===== src/rtl/rrv64_fetch_realign.sv =====
// Fetch realignment buffer: turns 4-byte fetch words into a stream of 16-bit (RVC)
// and 32-bit instructions, including 32-bit instructions straddling two fetch words.
// A small halfword queue sits between fetch and decode. A fault parks the block in a
// hold state until the next flush.
module rrv64_fetch_realign (
  input  logic        clk,
  input  logic        rst,
  input  logic        flush,
  input  logic        fetch_vld,
  output logic        fetch_rdy,
  input  logic [38:0] fetch_pc,
  input  logic [31:0] fetch_data,
  input  logic        fetch_excp,
  output logic        inst_vld,
  input  logic        inst_rdy,
  output logic [31:0] inst,
  output logic [38:0] inst_pc,
  output logic        inst_is_rvc,
  output logic        inst_excp
);

  typedef enum logic {StRun, StFaultHold} state_e;

  state_e      state_q, state_d;
  logic [15:0] q_data_q [3];
  logic [15:0] q_data_d [3];
  logic [2:0]  q_excp_q, q_excp_d;
  logic [1:0]  count_q, count_d;
  logic [38:0] head_pc_q, head_pc_d;

  logic        run;
  logic        hw0_rvc;
  logic        emit16;
  logic        pop_fire;
  logic        push_fire;
  logic [1:0]  pop_n;
  logic [1:0]  push_n;
  logic [1:0]  remain;

  // State register
  always_ff @(posedge clk or posedge rst) begin
    if (rst) begin
      state_q <= StRun;
    end else begin
      state_q <= state_d;
    end
  end

  // Next state: a faulting instruction handed to decode parks us until a flush
  always_comb begin
    state_d = state_q;
    unique case (state_q)
      StRun: begin
        if (!flush && pop_fire && inst_excp) state_d = StFaultHold;
      end
      StFaultHold: begin
        if (flush) state_d = StRun;
      end
      default: state_d = StRun;
    endcase
  end

  // Outputs: decode of the queue head and the fetch/decode handshakes
  always_comb begin
    run     = (state_q == StRun);
    hw0_rvc = (q_data_q[0][1:0] != 2'b11);
    // A lone faulting halfword cannot wait for its upper half; emit it 16 bits wide
    emit16  = hw0_rvc || (q_excp_q[0] && (count_q == 2'd1));

    inst_vld = run && !flush &&
               (((count_q >= 2'd1) && (hw0_rvc || q_excp_q[0])) || (count_q >= 2'd2));

    inst_excp   = q_excp_q[0] || (!emit16 && q_excp_q[1]);
    inst_is_rvc = emit16;
    inst_pc     = head_pc_q;
    if (inst_excp) begin
      inst = 32'd0;
    end else if (emit16) begin
      inst = {16'd0, q_data_q[0]};
    end else begin
      inst = {q_data_q[1], q_data_q[0]};
    end

    pop_fire = inst_vld && inst_rdy;
    pop_n    = pop_fire ? (emit16 ? 2'd1 : 2'd2) : 2'd0;
    remain   = count_q - pop_n;
    // Room for a full 2-halfword packet once this cycle's pop is accounted for
    fetch_rdy = run && !flush && (remain <= 2'd1);
    push_fire = fetch_vld && fetch_rdy;
    push_n    = fetch_pc[1] ? 2'd1 : 2'd2;
  end

  // Queue next state: shift out popped entries, then append behind the survivors
  always_comb begin
    for (int i = 0; i < 3; i++) begin
      q_data_d[i] = q_data_q[i];
      q_excp_d[i] = q_excp_q[i];
    end
    count_d   = count_q;
    head_pc_d = head_pc_q;

    if (flush) begin
      count_d = 2'd0;
    end else if (run) begin
      if (pop_n == 2'd1) begin
        q_data_d[0] = q_data_q[1];
        q_excp_d[0] = q_excp_q[1];
        q_data_d[1] = q_data_q[2];
        q_excp_d[1] = q_excp_q[2];
      end else if (pop_n == 2'd2) begin
        q_data_d[0] = q_data_q[2];
        q_excp_d[0] = q_excp_q[2];
      end
      head_pc_d = head_pc_q + {36'd0, pop_n, 1'b0};
      count_d   = remain;

      if (push_fire) begin
        count_d = remain + push_n;
        if (remain == 2'd0) begin
          // Empty after the pop: the packet defines the new head address
          head_pc_d = fetch_pc;
          if (fetch_pc[1]) begin
            q_data_d[0] = fetch_data[31:16];
            q_excp_d[0] = fetch_excp;
          end else begin
            q_data_d[0] = fetch_data[15:0];
            q_excp_d[0] = fetch_excp;
            q_data_d[1] = fetch_data[31:16];
            q_excp_d[1] = fetch_excp;
          end
        end else begin
          if (fetch_pc[1]) begin
            q_data_d[1] = fetch_data[31:16];
            q_excp_d[1] = fetch_excp;
          end else begin
            q_data_d[1] = fetch_data[15:0];
            q_excp_d[1] = fetch_excp;
            q_data_d[2] = fetch_data[31:16];
            q_excp_d[2] = fetch_excp;
          end
        end
      end
    end
  end

  // Queue, count and head address registers
  always_ff @(posedge clk or posedge rst) begin
    if (rst) begin
      for (int i = 0; i < 3; i++) begin
        q_data_q[i] <= 16'd0;
      end
      q_excp_q  <= 3'd0;
      count_q   <= 2'd0;
      head_pc_q <= 39'd0;
    end else begin
      for (int i = 0; i < 3; i++) begin
        q_data_q[i] <= q_data_d[i];
      end
      q_excp_q  <= q_excp_d;
      count_q   <= count_d;
      head_pc_q <= head_pc_d;
    end
  end

endmodule


===== config.mk =====
export PLATFORM = sky130hd
export DESIGN_NAME = rrv64_fetch_realign
export DESIGN_NICKNAME = d
export VERILOG_FILES = /design/src/rtl/rrv64_fetch_realign.sv
export SDC_FILE = /design/constraint.sdc
export NUM_CORES = 1
export LEC_CHECK = 0
export ABC_AREA = 1
export BUFFER_PORTS_ARGS = -buffer_cell sky130_fd_sc_hd__buf_2
export CORE_MARGIN = 4
export CORE_UTILIZATION = 45
export CTS_CLUSTER_SIZE = 25
export DETAILED_ROUTE_END_ITERATION = 7
export GPL_TIMING_DRIVEN = 0
export PLACE_DENSITY = 0.68
export SETUP_SLACK_MARGIN = 0.1
export SLEW_MARGIN = 10
export SYNTH_ARGS = -nofsm -noshare
export SYNTH_HDL_FRONTEND = slang
export SYNTH_SLANG_ARGS = --single-unit

===== constraint.sdc =====
create_clock -name clk -period 6.05 [get_ports clk]
set_input_delay 0.605 -clock clk [delete_from_list [all_inputs] [get_ports clk]]
set_output_delay 0.605 -clock clk [all_outputs]
set_load 0.01 [all_outputs]

==> out/metrics.cfg, run 1 <==
[status]
status = completed

[critical_path]
arrival_ps = 4710
path_common_cell = nand2_1
path_cells = nor2_4 > inv_2 > a21oi_4 > nand3_1 > inv_2 > buf_2 > ha_1 > inv_1 > fa_1 > inv_1 > nand2_1 > nor2_1 > nand2_1 > nor2_1 > nand2_1 > xor2_1 > inv_1 > nand2_1 > nand3_1 > nand2_1
cp_slowest_stage_delay_ps = 450
required_ps = 6300
setup.worst_path.end_class = register
cp.buffers_inverters = 6
crit_type = register to register
worst_path_dominant_cell_family = simple AND/OR/NAND/NOR gates
cp_slowest_cell = nor2_1
cp-start-kind = register
critPathMaxFanout = 11

[cts]
hold_buffers = 0
clockBufferDepth = 2
clk_pin_slew_ps = 70
cts_resized = 0
htreeDepth = 3
cts_setup_buffers = 0
numClockSinks = 93
cts-root-buf = clkbuf_16
cts_tree = built
cts_buffers = 9
insertion_delay_ps = 360

[route]
vias_per_cell = 5.037
vias = 8094
routed_wl_um = 25100
drtAntennaViolNets = 0
dr.pass1.iters = 8
drt_iter0_markers = 563
post_drt_wl_per_cell_um = 15.62
remaining_drc_errors = 0

[layout]
drive_above_1_share_pct = 15.31
nFillCells = 1694
antenna-diode-count = 0
finalNetCount = 1468
area_delta_synth_final_pct = 18.85
final_area_sq_um = 8601

[pwr]
clkPwrFrac_pct = 16.3
powerDensity_nw_per_um2 = 442.4
p_total_w = 0.003805
comb_power_share_pct = 53.1
intPower_w = 0.001919
swShare_pct = 49.56
p_seq_share_pct = 30.6
switchingPower_w = 0.001886
irDropWorstVdd_mv = 0.2096
cellLeakagePower_nw = 5.048

[placement]
place_area_sq_um = 8280
gp_congestion = 0.9484
dp_hpwl_um = 18870
io_buffers = 150

[logic_synthesis]
ys_ff_latch = 93
post_synth_inst_count = 1224
synthDistinctLibCells = 34
synth_area_leader_cell = nand2_1
yosysMostFrequentCell = nand2_1
synth.cell_area_sq_um = 7237
synth_area_leaders = nand2_1 33%, dfrtp_1 32%, nand3_1 7.1%
syn_area_per_cell_sq_um = 5.913
synth_top_area_share_pct = 32.52
synth-seq-area-share_pct = 32.16
ys_async_sr_fraction_pct = 100.0
synth_edf_count = 0
ys_warn_count = 0
synth_nets = 1306
ys.flop_type = dfrtp_1
synth.cells.most_frequent = 627 x nand2_1, 135 x inv_1, 103 x nand3_1

[sta]
fin_setup_tns_ps = 0
relSlewSlack_pct = 48.16
drv_slew = 0
fmax_ghz = 0.2240
rsz0062_at_grt = false
hold_viol = 0
finalClockSkew_ps = 9.846
fin_crit_ps = 4465
setup_viol = 0
fin_crit_sh_pct = 73.80
worst_pin_slew_ps = 769.5

[global_route]
grt_max_degree = 59
antenna_found_initial = 0
grt_pass1_wl_um = 39940
grtUsageTotal_pct = 28.07
grt_pass1_vias = 7589
gr-total-overflow = 0

[die]
num_rows = 46
start_util_pct = 45.72
die_y_um = 134.8
ios = 152
core_area_sq_um = 15830
dieWidth_um = 134.8
die_area_sq_um = 18180

[job]
drv_cap = 0

[min_path]
hold_path.class = input pin to asynchronous set/reset pin

-- cell usage in the layout (no fill, tap or decap), drive strengths merged --
| cell | synthesis | final |
|---|---|---|
| a21oi | 4 | 4 |
| a31oi | 1 | 1 |
| buf | 33 | 184 |
| bufinv | 0 | 1 |
| clkbuf | 28 | 40 |
| clkinv | 2 | 2 |
| clkinvlp | 0 | 2 |
| dfrtp | 93 | 93 |
| fa | 1 | 1 |
| ha | 4 | 4 |
| inv | 141 | 142 |
| nand2 | 630 | 630 |
| nand3 | 104 | 104 |
| nand3b | 1 | 1 |
| nand4 | 58 | 58 |
| nor2 | 71 | 71 |
| nor3 | 15 | 15 |
| o211ai | 2 | 2 |
| o21ai | 4 | 4 |
| o21bai | 1 | 1 |
| o22ai | 1 | 1 |
| or2 | 2 | 2 |
| xnor2 | 3 | 3 |
| xor2 | 25 | 25 |
-- per-stage QoR --
stage / cells / worst slack, ps / hold WS (ps) / utilization [%]
final: 1607 / 1585 / 397.1 / 54.34
after detailed placement: 1591 / 1363 / 485.6 / 52.32
after floorplan: 1224 / 2678 / 463.6 / -
after CTS: 1607 / 1656 / 426.4 / 54.34
after global placement: 1590 / 1357 / 477.0 / 52.17
after global routing: 1607 / 1256 / 470.5 / 54.34
-- layer usage --
metal / vias to the layer above / global-route usage, % / share of wire, %
met4: 0 / 14.14 / 3.7
li1: 4087 / - / -
met3: 60 / 3.577 / 6.2
met2: 301 / 46.50 / 47
met5: - / 0 / 0
met1: 3646 / 36.16 / 43
-- logic make-up (layout without fill, tap and decap cells) --
group	Yosys count	after routing	synth area share (%)
AOI/OAI and AO/OA	13	13	1.245
xor gates and xnor gates	28	28	3.389
adders and majority gates	5	5	0.9682
buffers and inverters	204	371	11.58
DFF	93	93	32.16
and+or+nand+nor	881	881	50.66
-- worst paths after layout --
path,slack (ps),cells past startpoint,to,from
min in group clk,500,2,inst_pc[0]$_DFFE_PP0P_,inst_pc[0]$_DFFE_PP0P_
worst min-delay path,400,2,q_data_q[11]$_DFFE_PP0P_,rst
max in group asynchronous,4990,3,state_q$_DFF_PP0_,rst
worst max-delay path,1590,20,inst_pc[33]$_DFFE_PP0P_,state_q$_DFF_PP0_
worst min register to register,500,2,inst_pc[0]$_DFFE_PP0P_,inst_pc[0]$_DFFE_PP0P_
worst max register to register,1590,20,inst_pc[33]$_DFFE_PP0P_,state_q$_DFF_PP0_
-- area by class of cell --
type / count / area [sq um] / area share (%)
Sequential cell: 93 / 2327 / 27.06
Buffer: 61 / 299.0 / 3.477
Multi-Input combinational cell: 927 / 4071 / 47.34
Inverter: 143 / 541.8 / 6.299
Clock inverter: 4 / 53.80 / 0.6255
Timing Repair Buffer: 151 / 770.7 / 8.961
Tap cell: 216 / 270.3 / 3.142
Clock buffer: 12 / 266.5 / 3.099
-- registers in the layout (all words and copies together) (netlist names) --
register and count:
q_data_q 48, inst_pc 39, q_excp_q 3, count_q 2, state_q 1
-- worst register-to-register path: cells and delay by family, from the launching register on --
kind,cells,cell delay (ps)
compound gates,1,320
fa+ha+maj,2,720
xor+xnor,1,150
simple gates,10,1740
flops,1,410
buf+inv,6,1020
-- power groups by stage --
stage                     combinational [W]  sequential [W]  clock [W]
after floorplan                     0.00134         0.00114          0
after global placement              0.00199         0.00116          0
after detailed placement            0.00201         0.00116          0
after CTS                           0.00202         0.00116   0.000634
after global routing                0.00229         0.00120   0.000660
final                               0.00202         0.00116   0.000620
Power figures use the tool's default switching activity.
==> inputs of run 2 (changes only) <==
Clock period 6.05 ns to 4.6 ns, I/O delays scaled along.
==> run 2 against run 1 <==
Net effect: cell count unchanged; critical path type unchanged; clock-buffer cell count unchanged; largest cell class unchanged; first-iteration DRC count down 2.0%; die area unchanged; worst hold slack worse by 150 ps.
==> out/metrics.cfg, run 2 (synthesis results as in run 1) <==
[die]
die_area_sq_um = 18180
die_y_um = 134.8
dieWidth_um = 134.8
ios = 152
start_util_pct = 45.72
num_rows = 46
core_area_sq_um = 15830

[cts]
hold_buffers = 0
htreeDepth = 3
cts_buffers = 9
cts-root-buf = clkbuf_16
clockBufferDepth = 2
insertion_delay_ps = 360
cts_tree = built
numClockSinks = 93
clk_pin_slew_ps = 70

[sta]
finalClockSkew_ps = 10.40
setup_viol = 0
fin_crit_ps = 4066
timing.final.ws_setup_ps = 534.0
drv_slew = 0
relSlewSlack_pct = 47.42
rsz0062_at_grt = false
fin_setup_tns_ps = 0
fin_crit_sh_pct = 88.39
hold_viol = 0
worst_pin_slew_ps = 780.4
fmax_ghz = 0.2459

[layout]
antenna-diode-count = 0
area_delta_synth_final_pct = 18.98
mostFrequentLayoutCell = nand2_1
final_util_pct = 54.40
multi_input_area_sq_um = 4079
largest-register = q_data_q
register_area_sq_um = 2327
largest_reg_flops = 48
nFillCells = 1692
stdcell_count = 1607
final_cell_mix = 627 x nand2_1, 166 x buf_2, 134 x inv_1, 103 x nand3_1, 93 x dfrtp_1
finalNetCount = 1468
drive_above_1_share_pct = 15.38

[route]
drt_iter0_markers = 552
remaining_drc_errors = 0
drtAntennaViolNets = 0
vias = 8078
post_drt_wl_per_cell_um = 15.63
dr.pass1.iters = 6
routed_wl_um = 25120
vias_per_cell = 5.027

[critical_path]
cp-start-kind = register
setup.worst_path.end_class = register
required_ps = 4850
crit_type = register to register
arrival_ps = 4310
critPathMaxFanout = 11
rr_worst_depth = 20

[global_route]
gr-total-overflow = 0
grtUsageTotal_pct = 28.07
grt_pass1_wl_um = 39940
grt_max_degree = 59
antenna_found_initial = 0
grt_pass1_vias = 7589

[placement]
dp_hpwl_um = 18870
dp_cells = 1591
io_buffers = 150
gp_congestion = 0.9484
place_ws_ps = 58.47

[pwr]
irDropWorstVdd_mv = 0.2758
cellLeakagePower_nw = 5.048
powerDensity_nw_per_um2 = 581.8

[job]
drv_cap = 0

[min_path]
hold_path.class = input pin to asynchronous set/reset pin

[status]
status = completed

-- run 2: timing repair --
action	in CTS	in global routing
buffers inserted	0	0
resized for setup	0	3
setup endpoints to repair	0	5
-- run 2: metrics by stage --
stage	area [sq um]	hold slack [ps]	power, W
after global placement	8258	477.0	0.004149
after detailed placement	8280	485.6	0.004176
after CTS	8601	281.4	0.005010
after global routing	8611	325.5	0.005462
after floorplan	7237	463.6	0.003272
final	8611	251.6	0.005010
-- run 2: routing by layer --
layer | wire [um] | up-vias | share of wire, % | track usage (%)
met1 | 10780 | 3644 | 43 | 36.16
met2 | 11900 | 288 | 47 | 46.50
met5 | 0 | - | 0 | 0
li1 | - | 4086 | - | -
met4 | 931 | 0 | 3.7 | 14.14
met3 | 1498 | 60 | 6.0 | 3.577
-- run 2: path summary, 6_finish.rpt --
| path | from | to | slack [ps] |
|---|---|---|---|
| hold / removal | rst | q_data_q[11]$_DFFE_PP0P_ | 250 |
| hold reg to reg | inst_pc[0]$_DFFE_PP0P_ | inst_pc[0]$_DFFE_PP0P_ | 500 |
| max in group asynchronous | rst | state_q$_DFF_PP0_ | 3680 |
| setup reg to reg | state_q$_DFF_PP0_ | inst_pc[33]$_DFFE_PP0P_ | 530 |
| setup / recovery | state_q$_DFF_PP0_ | inst_pc[33]$_DFFE_PP0P_ | 530 |
| min in group clk | fetch_pc[0] | inst_pc[0]$_DFFE_PP0P_ | 360 |
-- run 2: final cells by class --
class / count / share of cell area (%)
well taps: 216 / 3.139
clock inverters: 4 / 0.6248
plain buffers: 61 / 3.502
multi-input cells: 927 / 47.37
flip-flops and latches: 93 / 27.03
repair buffers: 151 / 8.951
clock buffers: 12 / 3.095
inverters: 143 / 6.292
-- run 2: power by group --
part,total (W),internal [W],switching (W),leakage [nW]
sequential,0.00153,0.00116,0.000366,1.19
combinational,0.00266,0.000893,0.00177,3.71
clock,0.000817,0.000469,0.000348,0.151
-- run 2: worst max-delay path, stage by stage, from the launching register on --
cell	delay, ps
dfrtp_1	410
nor2_4	190
inv_2	130
a21oi_4	310
nand3_1	170
inv_2	200
clkbuf_4	290
ha_1	250
inv_1	100
fa_1	440
inv_1	200
nand2_1	140
nor2_4	220
nand2_1	190
nor2_1	250
nand2_1	100
xor2_1	150
inv_1	50
nand2_1	40
nand3_1	70
nand2_1	50
==> inputs of run 3 (changes only) <==
Settings changed: GPL_TIMING_DRIVEN 0 to default.
==> run 3 against run 2 <==
Net effect: combinational power decreased by 5%; critical endpoint unchanged; via count decreased by 3.1%; utilization decreased by 1.4 points; global-route usage decreased by 2.6 points.
==> out/metrics.cfg, run 3 (synthesis results as in run 1) <==
[status]
status = completed

[die]
num_rows = 46
start_util_pct = 45.72
dieWidth_um = 134.8
die_y_um = 134.8
core_area_sq_um = 15830
die_area_sq_um = 18180
ios = 152

[sta]
hold_viol = 0
worst_pin_slew_ps = 1046
finalClockSkew_ps = 9.029
fin_crit_ps = 3766
fin_crit_sh_pct = 81.88
drv_slew = 0
fin_setup_tns_ps = 0
relSlewSlack_pct = 30.21
setup_viol = 0
fmax_ghz = 0.2655
rsz0062_at_grt = false

[critical_path]
setup.worst_path.end_class = register
reg2reg_slack_ps = 830
cp-start-kind = register
crit_type = register to register
arrival_ps = 4010
required_ps = 4850
critPathMaxFanout = 19

[global_route]
gr-total-overflow = 0
grt_pass1_vias = 7373
antenna_found_initial = 0
grt_max_degree = 59
grtUsageTotal_pct = 25.44
grt_pass1_wl_um = 37030

[min_path]
hold_path.class = input pin to asynchronous set/reset pin

[layout]
finalNetCount = 1421
largest-register = q_data_q
mostFrequentLayoutCell = nand2_1
antenna-diode-count = 0
area_delta_synth_final_pct = 15.92
final_area_sq_um = 8389
final_cell_mix = 627 x nand2_1, 151 x buf_2, 134 x inv_1, 103 x nand3_1, 93 x dfrtp_1
largest_reg_flops = 48
drive_above_1_share_pct = 14.66

[placement]
dp_hpwl_um = 15880
gp_congestion = 0.9447
place_area_sq_um = 8070
io_buffers = 151

[cts]
insertion_delay_ps = 350
clockBufferDepth = 2
cts_tree = built
htreeDepth = 3
clk_pin_slew_ps = 70
cts_buffers = 9
hold_buffers = 0
cts-root-buf = clkbuf_16
cts_resized = 0
numClockSinks = 93
cts_setup_buffers = 0

[job]
drv_cap = 0

[pwr]
irDropWorstVdd_mv = 0.2723
p_total_w = 0.004869
powerDensity_nw_per_um2 = 580.4
cellLeakagePower_nw = 4.956

[route]
vias_per_cell = 5.019
drt_iter0_markers = 572
routed_wl_um = 23130
post_drt_wl_per_cell_um = 14.83
drtAntennaViolNets = 0
vias = 7829
remaining_drc_errors = 0
dr.pass1.iters = 5

## run 3: path summary, 6_finish.rpt
path,from,endpoint,cells after the start
min in group clk,flush,state_q$_DFF_PP0_,2
min reg2reg,inst_pc[0]$_DFFE_PP0P_,inst_pc[0]$_DFFE_PP0P_,2
max,q_excp_q[0]$_DFFE_PP0P_,inst_pc[33]$_DFFE_PP0P_,20
min,rst,q_data_q[44]$_DFFE_PP0P_,2
max reg2reg,q_excp_q[0]$_DFFE_PP0P_,inst_pc[33]$_DFFE_PP0P_,20
max in group asynchronous,rst,inst_pc[24]$_DFFE_PP0P_,3
## run 3: layout make-up
| type | instances | area [sq um] |
|---|---|---|
| fillers | 1687 | 7438 |
| repair buffers | 165 | 860.8 |
| inverters | 143 | 540.5 |
| clock buffers | 13 | 250.2 |
| flip-flops and latches | 93 | 2327 |
| multi-input cells | 927 | 4071 |
| clock inverters | 3 | 68.82 |
| well taps | 216 | 270.3 |
## run 3: metal layers
| metal | vias to the layer above | global-route usage (%) | share of wire (%) |
|---|---|---|---|
| met5 | - | 0 | 0 |
| met4 | 0 | 8.710 | 2.1 |
| met3 | 33 | 2.683 | 5.4 |
| met2 | 243 | 44.19 | 49 |
| met1 | 3559 | 33.11 | 44 |
| li1 | 3994 | - | - |
## run 3: through the flow
stage | worst slack [ps] | hold WS, ps | std cells | util, %
floorplan | 1373 | 463.6 | 1224 | -
global placement | 964.4 | 483.7 | 1544 | 50.99
detailed placement | 910.0 | 481.4 | 1544 | 50.99
CTS | 878.7 | 352.4 | 1560 | 53.00
global route | 498.9 | 364.1 | 1560 | 53.00
finish | 833.6 | 334.3 | 1560 | 53.00
## run 3: worst max-delay path, cell delays in order, from the launching register on
cell,delay [ps]
dfrtp_1,410
nand2_1,70
nor2_1,90
nor2_1,70
inv_2,270
nand3_1,170
inv_2,350
ha_1,270
inv_1,80
fa_1,410
inv_1,170
nand2_1,90
nor2_1,350
nand2_1,190
nor2_1,200
nand2_1,80
xor2_1,140
inv_1,50
nand2_1,40
nand3_1,100
nand2_1,50
## run 3: power breakdown
part	internal, W	leakage, nW	switching (W)
sequential	0.00116	1.19	0.000363
combinational	0.000842	3.62	0.00168
clock	0.000493	0.154	0.000326
total	0.00250	4.96	0.00237
